File: config.mk
export PLATFORM = sky130hd
export DESIGN_NAME = slc_core_flat
export DESIGN_NICKNAME = d
export VERILOG_FILES = /design/src/rtl/slc_core_pkg.sv /design/src/rtl/slc_core_if.sv /design/src/rtl/slc_regfile.sv /design/src/rtl/slc_core.sv /design/src/flat_wrapper.sv
export SDC_FILE = /design/constraint.sdc
export NUM_CORES = 1
export LEC_CHECK = 0
export ABC_AREA = 1
export BUFFER_PORTS_ARGS = -buffer_cell sky130_fd_sc_hd__buf_2
export CAP_MARGIN = 15
export CORE_UTILIZATION = 35
export CTS_CLUSTER_SIZE = 16
export DETAILED_ROUTE_END_ITERATION = 8
export GPL_TIMING_DRIVEN = 0
export PLACE_DENSITY = 0.52
export SYNTH_ARGS = -nofsm -noshare
export SYNTH_HDL_FRONTEND = slang
export SYNTH_SLANG_ARGS = --single-unit
File: constraint.sdc
create_clock -name clk -period 10.1 [get_ports clk]
set_clock_uncertainty 0.2 [all_clocks]
set_input_delay 2.02 -clock clk [delete_from_list [all_inputs] [get_ports clk]]
set_output_delay 2.02 -clock clk [all_outputs]
set_load 0.01 [all_outputs]
File: src/rtl/slc_core_pkg.sv
// Shared types for the slc_core processor: opcodes, FSM states, condition codes.
// The configuration macro SLC_CORE_ILLEGAL_HALT_EN is consumed in rtl/slc_core.sv.
package slc_core_pkg;

  typedef enum logic [3:0] {
    OP_BR  = 4'b0000,
    OP_ADD = 4'b0001,
    OP_AND = 4'b0101,
    OP_LDR = 4'b0110,
    OP_STR = 4'b0111,
    OP_NOT = 4'b1001,
    OP_JMP = 4'b1100,
    OP_PSE = 4'b1101
  } opcode_t;

  typedef enum logic [3:0] {
    S_HALTED,
    S_F1,
    S_F2,
    S_F3,
    S_DECODE,
    S_EXEC,
    S_BR,
    S_JMP,
    S_LD_ADDR,
    S_LD_MEM,
    S_LD_WB,
    S_ST_ADDR,
    S_ST_MEM,
    S_PAUSE
  } state_t;

  localparam logic [2:0] CC_N = 3'b100;
  localparam logic [2:0] CC_Z = 3'b010;
  localparam logic [2:0] CC_P = 3'b001;

  localparam int NUM_REGS = 8;

  // Exactly one of N/Z/P is ever set.
  function automatic logic [2:0] cc_from(input logic neg, input logic zero);
    if (zero) begin
      return CC_Z;
    end else if (neg) begin
      return CC_N;
    end else begin
      return CC_P;
    end
  endfunction

endpackage

File: src/rtl/slc_core_if.sv
// Memory bus between slc_core (master) and its memory (slave).
// Handshake: a request is valid while mem_mem_ena is high; mem_addr, mem_wr_ena and
// mem_wdata are held stable until the cycle mem_ready_i is sampled high, which completes it.
interface slc_core_if #(
    parameter int DATA_W = 16,
    parameter int ADDR_W = 16
);

    logic [DATA_W-1:0] mem_rdata;
    logic              mem_ready_i;
    logic [DATA_W-1:0] mem_wdata;
    logic [ADDR_W-1:0] mem_addr;
    logic              mem_mem_ena;
    logic              mem_wr_ena;

    modport master (
        output mem_wdata, mem_addr, mem_mem_ena, mem_wr_ena,
        input  mem_rdata, mem_ready_i
    );

    modport slave (
        input  mem_wdata, mem_addr, mem_mem_ena, mem_wr_ena,
        output mem_rdata, mem_ready_i
    );

endinterface

File: src/rtl/slc_regfile.sv
// Eight general registers: two combinational read ports, one synchronous write port.
// Reads return the pre-write value, so a same-register source/destination is safe.
module slc_regfile
    import slc_core_pkg::*;
#(
    parameter int DATA_W = 16
) (
    input  logic              clk,
    input  logic              reset,
    input  logic              we,
    input  logic [2:0]        waddr,
    input  logic [DATA_W-1:0] wdata,
    input  logic [2:0]        raddr_a,
    input  logic [2:0]        raddr_b,
    output logic [DATA_W-1:0] rdata_a,
    output logic [DATA_W-1:0] rdata_b
);

    logic [DATA_W-1:0] regs [NUM_REGS];

    always_ff @(posedge clk) begin
        if (reset) begin
            for (int i = 0; i < NUM_REGS; i++) begin
                regs[i] <= '0;
            end
        end else if (we) begin
            regs[waddr] <= wdata;
        end
    end

    assign rdata_a = regs[raddr_a];
    assign rdata_b = regs[raddr_b];

endmodule

File: src/rtl/slc_core.sv
// Multi-cycle LC-3 style core: fetch/decode/execute FSM, register file, memory bus master.
// Define SLC_CORE_ILLEGAL_HALT_EN to halt on undefined opcodes; otherwise they act as NOPs.
module slc_core
    import slc_core_pkg::*;
#(
    parameter int DATA_W = 16,
    parameter int ADDR_W = 16
) (
    input  logic              clk,
    input  logic              reset,
    input  logic              run_i,
    input  logic              continue_i,
    slc_core_if.master        mem,
    output logic [15:0]       hex_display_debug,
    output logic [15:0]       led_o,
    output state_t            dbg_state,
    output logic [ADDR_W-1:0] dbg_pc,
    output logic [2:0]        dbg_cc
);

    state_t            state;
    logic [ADDR_W-1:0] pc;
    logic [ADDR_W-1:0] mar;
    logic [DATA_W-1:0] mdr;
    logic [15:0]       ir;
    logic [2:0]        cc;
    logic [15:0]       led;
    logic              mem_ena;
    logic              wr_ena;
    logic              addr_setup;

    opcode_t           op;
    logic [DATA_W-1:0] src_a;
    logic [DATA_W-1:0] src_b;
    logic [DATA_W-1:0] imm5;
    logic [DATA_W-1:0] op2;
    logic [DATA_W-1:0] alu;
    logic [2:0]        rf_raddr_b;
    logic              rf_we;
    logic [DATA_W-1:0] rf_wdata;
    logic [2:0]        cc_next;
    logic [ADDR_W-1:0] base_addr;
    logic [ADDR_W-1:0] off6;
    logic [ADDR_W-1:0] eff_addr;
    logic [ADDR_W-1:0] br_off;

    assign op = opcode_t'(ir[15:12]);

    // Port B serves SR2 for ALU ops and the source register for stores.
    assign rf_raddr_b = (op == OP_STR) ? ir[11:9] : ir[2:0];

    slc_regfile #(.DATA_W(DATA_W)) u_regfile (
        .clk     (clk),
        .reset   (reset),
        .we      (rf_we),
        .waddr   (ir[11:9]),
        .wdata   (rf_wdata),
        .raddr_a (ir[8:6]),
        .raddr_b (rf_raddr_b),
        .rdata_a (src_a),
        .rdata_b (src_b)
    );

    assign imm5 = {{(DATA_W-5){ir[4]}}, ir[4:0]};
    assign op2  = ir[5] ? imm5 : src_b;

    always_comb begin
        alu = '0;
        case (op)
            OP_ADD:  alu = src_a + op2;
            OP_AND:  alu = src_a & op2;
            OP_NOT:  alu = ~src_a;
            default: alu = '0;
        endcase
    end

    assign rf_we    = (state == S_EXEC) || (state == S_LD_WB);
    assign rf_wdata = (state == S_LD_WB) ? mdr : alu;
    assign cc_next  = cc_from(rf_wdata[DATA_W-1], rf_wdata == '0);

    // Register values become addresses by truncation or zero-extension.
    if (DATA_W >= ADDR_W) begin : g_base_trunc
        assign base_addr = src_a[ADDR_W-1:0];
    end else begin : g_base_zext
        assign base_addr = {{(ADDR_W-DATA_W){1'b0}}, src_a};
    end

    if (ADDR_W > 9) begin : g_br_sext
        assign br_off = {{(ADDR_W-9){ir[8]}}, ir[8:0]};
    end else begin : g_br_trunc
        assign br_off = ir[ADDR_W-1:0];
    end

    assign off6     = {{(ADDR_W-6){ir[5]}}, ir[5:0]};
    assign eff_addr = base_addr + off6;

    always_ff @(posedge clk) begin
        if (reset) begin
            state      <= S_HALTED;
            pc         <= '0;
            mar        <= '0;
            mdr        <= '0;
            ir         <= '0;
            cc         <= '0;
            led        <= '0;
            mem_ena    <= 1'b0;
            wr_ena     <= 1'b0;
            addr_setup <= 1'b0;
        end else begin
            case (state)
                S_HALTED: begin
                    if (run_i) state <= S_F1;
                end
                S_F1: begin
                    mar     <= pc;
                    pc      <= pc + 1'b1;
                    mem_ena <= 1'b1;
                    wr_ena  <= 1'b0;
                    state   <= S_F2;
                end
                S_F2: begin
                    if (mem.mem_ready_i) begin
                        mdr     <= mem.mem_rdata;
                        mem_ena <= 1'b0;
                        state   <= S_F3;
                    end
                end
                S_F3: begin
                    ir    <= mdr[15:0];
                    state <= S_DECODE;
                end
                S_DECODE: begin
                    case (op)
                        OP_ADD, OP_AND, OP_NOT: state <= S_EXEC;
                        OP_BR:  state <= S_BR;
                        OP_JMP: state <= S_JMP;
                        OP_LDR: state <= S_LD_ADDR;
                        OP_STR: state <= S_ST_ADDR;
                        OP_PSE: begin
                            led   <= {4'b0000, ir[11:0]};
                            state <= S_PAUSE;
                        end
                        default: begin
`ifdef SLC_CORE_ILLEGAL_HALT_EN
                            led   <= 16'hDEAD;
                            state <= S_HALTED;
`else
                            state <= S_F1;
`endif
                        end
                    endcase
                end
                S_EXEC: begin
                    cc    <= cc_next;
                    state <= S_F1;
                end
                S_BR: begin
                    if ((ir[11:9] & cc) != 3'b000) pc <= pc + br_off;
                    state <= S_F1;
                end
                S_JMP: begin
                    pc    <= base_addr;
                    state <= S_F1;
                end
                // Data accesses spend two cycles here: the computed address lands in MAR,
                // then is presented for a full cycle before the strobe is raised.
                S_LD_ADDR: begin
                    if (!addr_setup) begin
                        mar        <= eff_addr;
                        addr_setup <= 1'b1;
                    end else begin
                        addr_setup <= 1'b0;
                        mem_ena    <= 1'b1;
                        state      <= S_LD_MEM;
                    end
                end
                S_LD_MEM: begin
                    if (mem.mem_ready_i) begin
                        mdr     <= mem.mem_rdata;
                        mem_ena <= 1'b0;
                        state   <= S_LD_WB;
                    end
                end
                S_LD_WB: begin
                    cc    <= cc_next;
                    state <= S_F1;
                end
                S_ST_ADDR: begin
                    if (!addr_setup) begin
                        mar        <= eff_addr;
                        mdr        <= src_b;
                        addr_setup <= 1'b1;
                    end else begin
                        addr_setup <= 1'b0;
                        mem_ena    <= 1'b1;
                        wr_ena     <= 1'b1;
                        state      <= S_ST_MEM;
                    end
                end
                S_ST_MEM: begin
                    if (mem.mem_ready_i) begin
                        mem_ena <= 1'b0;
                        wr_ena  <= 1'b0;
                        state   <= S_F1;
                    end
                end
                S_PAUSE: begin
                    if (continue_i) state <= S_F1;
                end
                default: state <= S_HALTED;
            endcase
        end
    end

    assign mem.mem_wdata   = mdr;
    assign mem.mem_addr    = mar;
    assign mem.mem_mem_ena = mem_ena;
    assign mem.mem_wr_ena  = wr_ena;

    assign hex_display_debug = ir;
    assign led_o             = led;
    assign dbg_state         = state;
    assign dbg_pc            = pc;
    assign dbg_cc            = cc;

endmodule

File: src/flat_wrapper.sv
// flat-port wrapper written by rule: the top's interface ports become plain ports
module slc_core_flat import slc_core_pkg::*;
#(
    parameter int DATA_W = 16,
    parameter int ADDR_W = 16
)
  (clk, reset, run_i, continue_i, hex_display_debug, led_o, dbg_state, dbg_pc, dbg_cc, mem_mem_wdata, mem_mem_addr, mem_mem_mem_ena, mem_mem_wr_ena, mem_mem_rdata, mem_mem_ready_i);
  slc_core_if #(.DATA_W(DATA_W), .ADDR_W(ADDR_W)) mem_i ();
  input  logic clk;
  input  logic reset;
  input  logic run_i;
  input  logic continue_i;
  output logic [15:0] hex_display_debug;
  output logic [15:0] led_o;
  output state_t dbg_state;
  output logic [ADDR_W-1:0] dbg_pc;
  output logic [2:0] dbg_cc;
  output wire logic [$bits(mem_i.mem_wdata)-1:0] mem_mem_wdata;
  output wire logic [$bits(mem_i.mem_addr)-1:0] mem_mem_addr;
  output wire logic [$bits(mem_i.mem_mem_ena)-1:0] mem_mem_mem_ena;
  output wire logic [$bits(mem_i.mem_wr_ena)-1:0] mem_mem_wr_ena;
  input wire logic [$bits(mem_i.mem_rdata)-1:0] mem_mem_rdata;
  input wire logic [$bits(mem_i.mem_ready_i)-1:0] mem_mem_ready_i;
  assign mem_mem_wdata = mem_i.mem_wdata;
  assign mem_mem_addr = mem_i.mem_addr;
  assign mem_mem_mem_ena = mem_i.mem_mem_ena;
  assign mem_mem_wr_ena = mem_i.mem_wr_ena;
  assign mem_i.mem_rdata = mem_mem_rdata;
  assign mem_i.mem_ready_i = mem_mem_ready_i;
  slc_core #(.DATA_W(DATA_W), .ADDR_W(ADDR_W)) u_core (.clk(clk), .reset(reset), .run_i(run_i), .continue_i(continue_i), .mem(mem_i), .hex_display_debug(hex_display_debug), .led_o(led_o), .dbg_state(dbg_state), .dbg_pc(dbg_pc), .dbg_cc(dbg_cc));
endmodule
# Word level (Yosys, flattened, before mapping)
# Memory sizes are Yosys's and may differ from the RTL's. A register that Yosys moved wholly into a read port is not among the register bits.
# Cells that the tools add are included.
[classes] n_addsub=4 bitwise_logic=3 n_eq_ne=33 muxes=37 reduce_logical=24
[ops] cell="2-to-1 mux 16 bit" n=7
[ops] cell="case mux 16 bit (3 select lines)" n=2
[ops] cell="case mux 16 bit (2 select lines)" n=2
[ops] cell="adder 16 bit" n=3
[ops] cell="case mux 4 bit (11 select lines)" n=1
[ops] cell="equality test 4 bit (second input constant)" n=9
[ops] cell="equality test 4 x 3 -> 1 bit (second input constant)" n=7
[ops] cell="2-to-1 mux 4 bit" n=7
[ops] cell="case mux 4 bit (6 select lines)" n=1
[ops] cell="2-to-1 mux 3 bit" n=6
[ops] cell="adder 16 x 1 -> 16 bit (second input constant)" n=1
[ops] cell="AND 16 bit" n=1
[ops] cell="zero test 16 bit" n=1
[ops] cell="inverter 16 bit" n=1
[ops] cell="OR reduction 16 bit" n=1
[ops] cell="inequality test 2 bit (second input constant)" n=7
[ops] cell="inequality test 2 x 1 -> 1 bit (second input constant)" n=6
[ops] cell="nonzero test 3 bit" n=4
[ops] cell="2-to-1 mux 1 bit" n=9
[ops] cell="AND reduction 3 bit" n=3
[ops] cell="equality test 4 x 1 -> 1 bit (second input constant)" n=2
[ops] cell="equality test 4 x 2 -> 1 bit (second input constant)" n=2
[ops] cell="zero test 4 bit" n=2
[ops] cell="AND reduction 7 bit" n=1
[ops] cell="8 further kinds" n=15
[word_totals] output_inout_bits=89 word_cells=112 in_bits=21 mem_bits_rw=128 memories=1 reg_bits=86
[memory_table] memory="u_core.u_regfile.regs" words=8 width=16 read_ports=2 rd_ports_with_merged_regs=1 write_ports=8 line_no="slc_regfile.sv:19" rtl="logic [DATA_W-1:0] regs [NUM_REGS];"

# Logic depth before layout (Yosys ltp)
# An unclocked memory read counts as a cell.
[logic_depth] word_depth=9 depth_mapped=32

# Cells and area by module
# Synthesis repeated with hierarchy kept, for this count alone.
[hier_totals] hier_cells=2105 area_unflattened_um2=14602.8
[modules_own_cells] mod="slc_regfile" n_inst=1 seq_area_each_um2=3843.7 cells_per_inst=1032 area_each_um2=7532.2
[modules_own_cells] mod="slc_core" n_inst=1 seq_area_each_um2=1721.7 cells_per_inst=1073 area_each_um2=7070.5

# Worst setup path before layout
# Ideal clock, no wire load.
[synth_path] path_kind="register -> register" start="reg u_core.ir[14] (netlist: u_core.hex_display_debug[14])" end="reg u_core.cc[0] (netlist: u_core.dbg_cc[0])" path_stages_with_launch=32 arrival_ns=3.625 path_buffers=2 setup_time_ns=0.132 setup_slack_ns=6.143 path_cell_list="dfxtp_1 inv_2 nor2_2 nand2_2 nor2_4 nand2_1 o21ai_2 buf_4 buf_4 nand2_1 nand3_1 nand3_1 nand2_1 nand2_1 o21ai_0 ha_1 inv_1 fa_1 nor2_1 nand2_1 nand2_1 nand2_1 nand2_1 nand2_1 nand3_1 nand3_1 mux2i_4 nand2_1 nor2_1 nand3_1 nand2_1 a21oi_1"
[synth_between] elab_chain_len=9 elab_cells_between_ends=14 cone_classes="add/sub: 1; eq/ne: 4; mux: 6; bitwise: 1; reduce/logical: 1; memory: 1"
[synth_rtl] item="from (decl)" line_no="slc_core.sv:25" rtl="logic [15:0] ir;"
[synth_rtl] item="from (signal assigned)" line_no="slc_core.sv:129" rtl="ir <= mdr[15:0];"
[synth_rtl] item="equality test 4 x 3 -> 1 bit" line_no="slc_core.sv:50" rtl="assign rf_raddr_b = (op == OP_STR) ? ir[11:9] : ir[2:0];"
[synth_rtl] item="2-to-1 mux 3 bit" line_no="slc_core.sv:50"
[synth_rtl] item="memory read (8 x 16 bit)"
[synth_rtl] item="2-to-1 mux 16 bit" line_no="slc_core.sv:65" rtl="assign op2 = ir[5] ? imm5 : src_b;"
[synth_rtl] item="adder 16 bit / AND 16 bit (equally long branches)" line_no="slc_core.sv:70, slc_core.sv:71"
[synth_rtl] item="case mux 16 bit (3 select lines) (*)" line_no="slc_core.sv:69" rtl="case (op)"
[synth_rtl] item="2-to-1 mux 16 bit (*)" line_no="slc_core.sv:78" rtl="assign rf_wdata = (state == S_LD_WB) ? mdr : alu;"
[synth_rtl] item="zero test 16 bit / 2-to-1 mux 3 bit (equally long branches)" line_no="slc_core.sv:79, slc_core_pkg.sv:43"
[synth_rtl] item="2-to-1 mux 3 bit (*)" line_no="slc_core_pkg.sv:41" rtl="if (zero) begin"
[synth_rtl] item="to (signal assigned)" line_no="slc_core.sv:154" rtl="cc <= cc_next;"
[synth_rtl] item="to (signal assigned)" line_no="slc_core.sv:185" rtl="cc <= cc_next;"
[synth_rtl] item="to (decl)" line_no="slc_core.sv:26" rtl="logic [2:0] cc;"
# Every way passes the cells marked *; elsewhere a longest branch is shown, timed or not.
# A chain may end at the register's enable or synchronous reset.

# Worst setup path in the final report
# Same ends and word-level chain as after synthesis.

==> tab_implementation.tex <==
\begin{tabular}{lr}
\hline
Metric & Value \\
\hline
\multicolumn{2}{l}{\textbf{Outcome}} \\
Result of the run & finished, final reports clean \\
\multicolumn{2}{l}{\textbf{Timing}} \\
Final hold violations & 0 \\
Final sum of negative setup slack & 0 ns \\
RSZ-0062 raised after global routing & false \\
Minimum period implied by the final worst setup slack & 5.566 ns \\
Worst-margin pin slew & 1.051 ns \\
Worst hold margin & 0.2659 ns \\
Total of endpoints with negative setup slack in the final report & 0 \\
Slew Viols, Final & 0 \\
Final worst path period share & 55.11\% \\
Setup slack after layout & 4.534 ns \\
Rel. slew slack & 29.22\% \\
Maximum frequency from static timing analysis & 179.7 MHz \\
\multicolumn{2}{l}{\textbf{Floorplan}} \\
Die ar. & 41170 um2 \\
Area of the placeable core & 39730 um2 \\
Site Rows & 73 \\
Die span in y & 202.9 um \\
Io pins & 110 \\
X dimension of the die & 202.9 um \\
Starting density of the core & 35.55\% \\
\multicolumn{2}{l}{\textbf{Place}} \\
Placed insts & 2583 \\
Port bufs & 104 \\
Worst slack, placed & 4.565 ns \\
DPL Wire Length & 43860 um \\
Routability cong. & 0.9451 \\
DP Area & 15310 um2 \\
\multicolumn{2}{l}{\textbf{Global routing}} \\
Number of global-route vias before repair & 13310 \\
Congestion Overflow GR & 0 \\
Global-route total usage across every layer & 27.27\% \\
First-pass GRT wire length & 83810 um \\
Initial antenna violation count & 0 \\
Pin count of the biggest net entering global routing & 19 \\
\multicolumn{2}{l}{\textbf{Setup path}} \\
Critical path data required time & 10.30 ns \\
Cell mode on critical path & nand2\_1 \\
Path depth of the worst reg2reg path & 30 \\
Launch instance of the worst register-to-register path & u\_core.hex\_display\_debug[14] \\
CP Buf/Inv Count & 4 \\
Slowest stage cell on the critical path & clkbuf\_1 \\
Flop2flop setup slack & 4.53 ns \\
Endpoint of the lowest-slack register-to-register path & u\_core.dbg\_cc[0] \\
Peak per-stage delay on the critical path & 0.66 ns \\
Launch point of the critical path & u\_core.hex\_display\_debug[14] \\
Logic depth of the worst setup path including buffers & 30 \\
Gate family responsible for the most delay along the worst path & simple AND/OR/NAND/NOR gates \\
Critical setup path kind & flop to flop \\
Critical path endpoint category & flop \\
Worst Setup Start Kind & flop \\
Largest fanout of any net on the critical path & 10 \\
Signal arrival time at the worst endpoint & 5.76 ns \\
End of the critical path & u\_core.dbg\_cc[0] \\
\multicolumn{2}{l}{\textbf{Flow run}} \\
Max\_cap viols & 0 \\
\multicolumn{2}{l}{\textbf{Finish}} \\
Footprint of the multi-input gates & 7136 um2 \\
Total of fill cells in the finished design & 4178 \\
Post-Route Utilization & 40.82\% \\
Post-route design area & 16220 um2 \\
Layout area overhead & 14.81\% \\
Number of nets in the finished design & 2159 \\
Post-layout instance count excluding filler cells & 2631 \\
Share of final-layout standard cells stronger than drive strength 1 & 12.73\% \\
Antenna diode count & 0 \\
Register Area & 5625 um2 \\
\multicolumn{2}{l}{\textbf{Synth}} \\
Most frequent cells after synthesis & 479 x nand2\_1, 252 x nor2\_1, 204 x inv\_1, 155 x nand3\_1, 143 x a21oi\_1 \\
EDFF count, synth & 128 \\
Share of the synthesized area in the top cell type & 27.21\% \\
Count leader, synth & nand2\_1 \\
Yosys synthesis warning count & 0 \\
Share of synthesized cell area in and, or, nand and nor gates & 27.46\% \\
Cell accounting for the most synthesized area & edfxtp\_1 \\
Total standard cell area after synthesis & 14130 um2 \\
Number of distinct library cells after synthesis & 57 \\
Synth Area in XOR/XNOR & 0.9300\% \\
Compound-cell area share of the yosys netlist & 17.09\% \\
Flip-flop and latch count after synthesis & 217 \\
Fraction of synthesis flops using an asynchronous set or reset pin & 0\% \\
Dominant combinational cell family by area after synthesis & simple AND/OR/NAND/NOR gates \\
Sequential-to-total area share from yosys stat & 39.82\% \\
Post-Synth Adder-Cell Area & 4.765\% \\
Mean post-synth cell area & 7.240 um2 \\
Top post-synthesis cells by area & edfxtp\_1 27\%, nand2\_1 13\%, dfxtp\_1 13\% \\
Synth Instances & 1951 \\
Mux share of post-synthesis cell area & 0.1594\% \\
Most common flop cell mapped by yosys & edfxtp\_1 \\
\multicolumn{2}{l}{\textbf{Clocking}} \\
TritonCTS Sinks & 217 \\
Insertion delay of the later-clocked pin in the worst-skew pair & 0.58 ns \\
Root buffer cell & clkbuf\_16 \\
Clock tree from TritonCTS & built \\
Maximum level of the CTS H-tree & 1 \\
CTS hold repair buffers & 0 \\
Number of buffers inserted by post-CTS setup repair & 0 \\
Clock input transition at the sequential cells of the worst setup and hold paths & 0.06 ns \\
Clk buf depth & 3 \\
TritonCTS buffer count & 26 \\
Count of instances resized after the clock tree is built & 0 \\
\multicolumn{2}{l}{\textbf{Power}} \\
VDD IR max & 0.1211 mV \\
Power density of the placed cells & 202.7 nW/um2 \\
Reported leakage power & 7.183 nW \\
Overall power after layout & 3.288 mW \\
\multicolumn{2}{l}{\textbf{Min path}} \\
Type of the most critical hold path & flop to flop \\
\multicolumn{2}{l}{\textbf{Route}} \\
Vias per std cell & 5.340 \\
Wirelength, routed & 56590 um \\
Avg WL per Cell & 21.51 um \\
Via count & 14050 \\
Number of design rule violations left after detail routing & 0 \\
DR pass1 iterations & 8 \\
DRT antenna net count & 0 \\
Detailed Route Iter0 Violations & 1103 \\
\hline
\end{tabular}
==> worst min path at each step <==
| stage | end | cells after the start | from |
|---|---|---|---|
| global route | u_core.mem.mem_addr[13] | 2 | u_core.mem.mem_addr[13] |
| CTS | u_core.mem.mem_addr[13] | 2 | u_core.mem.mem_addr[13] |
| finish | u_core.mem.mem_addr[8] | 2 | u_core.mem.mem_addr[8] |
| global placement | u_core.mem.mem_addr[13] | 2 | u_core.mem.mem_addr[13] |
| floorplan | u_core.addr_setup | 2 | u_core.addr_setup |
| detailed placement | u_core.mem.mem_addr[13] | 2 | u_core.mem.mem_addr[13] |
==> state kept, by name, summed over array words and instances, names as in the netlist, named ones only <==
name                      flops
u_core.hex_display_debug     16
u_core.led_o                 12
u_core.dbg_pc                16
u_core.mem.mem_wr_ena         1
u_core.u_regfile.regs       128
u_core.mem.mem_addr          16
u_core.dbg_state              4
u_core.dbg_cc                 3
u_core.mem.mem_mem_ena        1
u_core.addr_setup             1
u_core.mem.mem_wdata         16
==> tightest hold or removal path, stage by stage (launching register included) <==
cell	delay, ns
dfxtp_1	0.31
nand2_1	0.06
a21oi_1	0.05
==> layout by cell type, fill, tap and decap left out, drive strengths merged, types with 60 or more instances in the layout <==
| master | count |
|---|---|
| a21oi | 147 |
| o211ai | 60 |
| dfxtp | 89 |
| nand2 | 490 |
| edfxtp | 128 |
| nand3 | 155 |
| inv | 227 |
| o21ai | 157 |
| clkbuf | 69 |
| buf | 161 |
| nor2 | 261 |
==> layer usage <==
layer  vias up  share of wire (%)  global-route usage, %
li1       6749                  -                      -
met1      6564                 42                  34.02
met2       571                 47                  45.99
met3       165                6.2                  3.499
met4         0                5.5                  14.10
met5         -                  0                      0
==> final cells by class <==
class                           count  area share (%)
Tap cell                          525           4.050
Inverter                          229           5.300
Buffer                             91           3.186
Clock buffer                       35           4.405
Multi-Input combinational cell   1417           44.00
Timing Repair Buffer              104           3.209
Clock inverter                     13           1.165
Sequential cell                   217           34.69
==> cell families after synthesis <==
| group | Yosys count |
|---|---|
| flip-flops | 217 |
| adder cells (fa/ha/maj) | 52 |
| AO/OA/AOI/OAI | 407 |
| XOR/XNOR | 15 |
| buffers and inverters | 320 |
| multiplexers | 1 |
| other | 1 |
| AND/OR/NAND/NOR | 938 |
==> power by group <==
group          internal, mW  switching, mW
Sequential             1.01          0.100
Clock                 0.601          0.402
Combinational         0.355          0.819
Total                  1.97           1.32
(Power assumes the default switching activity.)
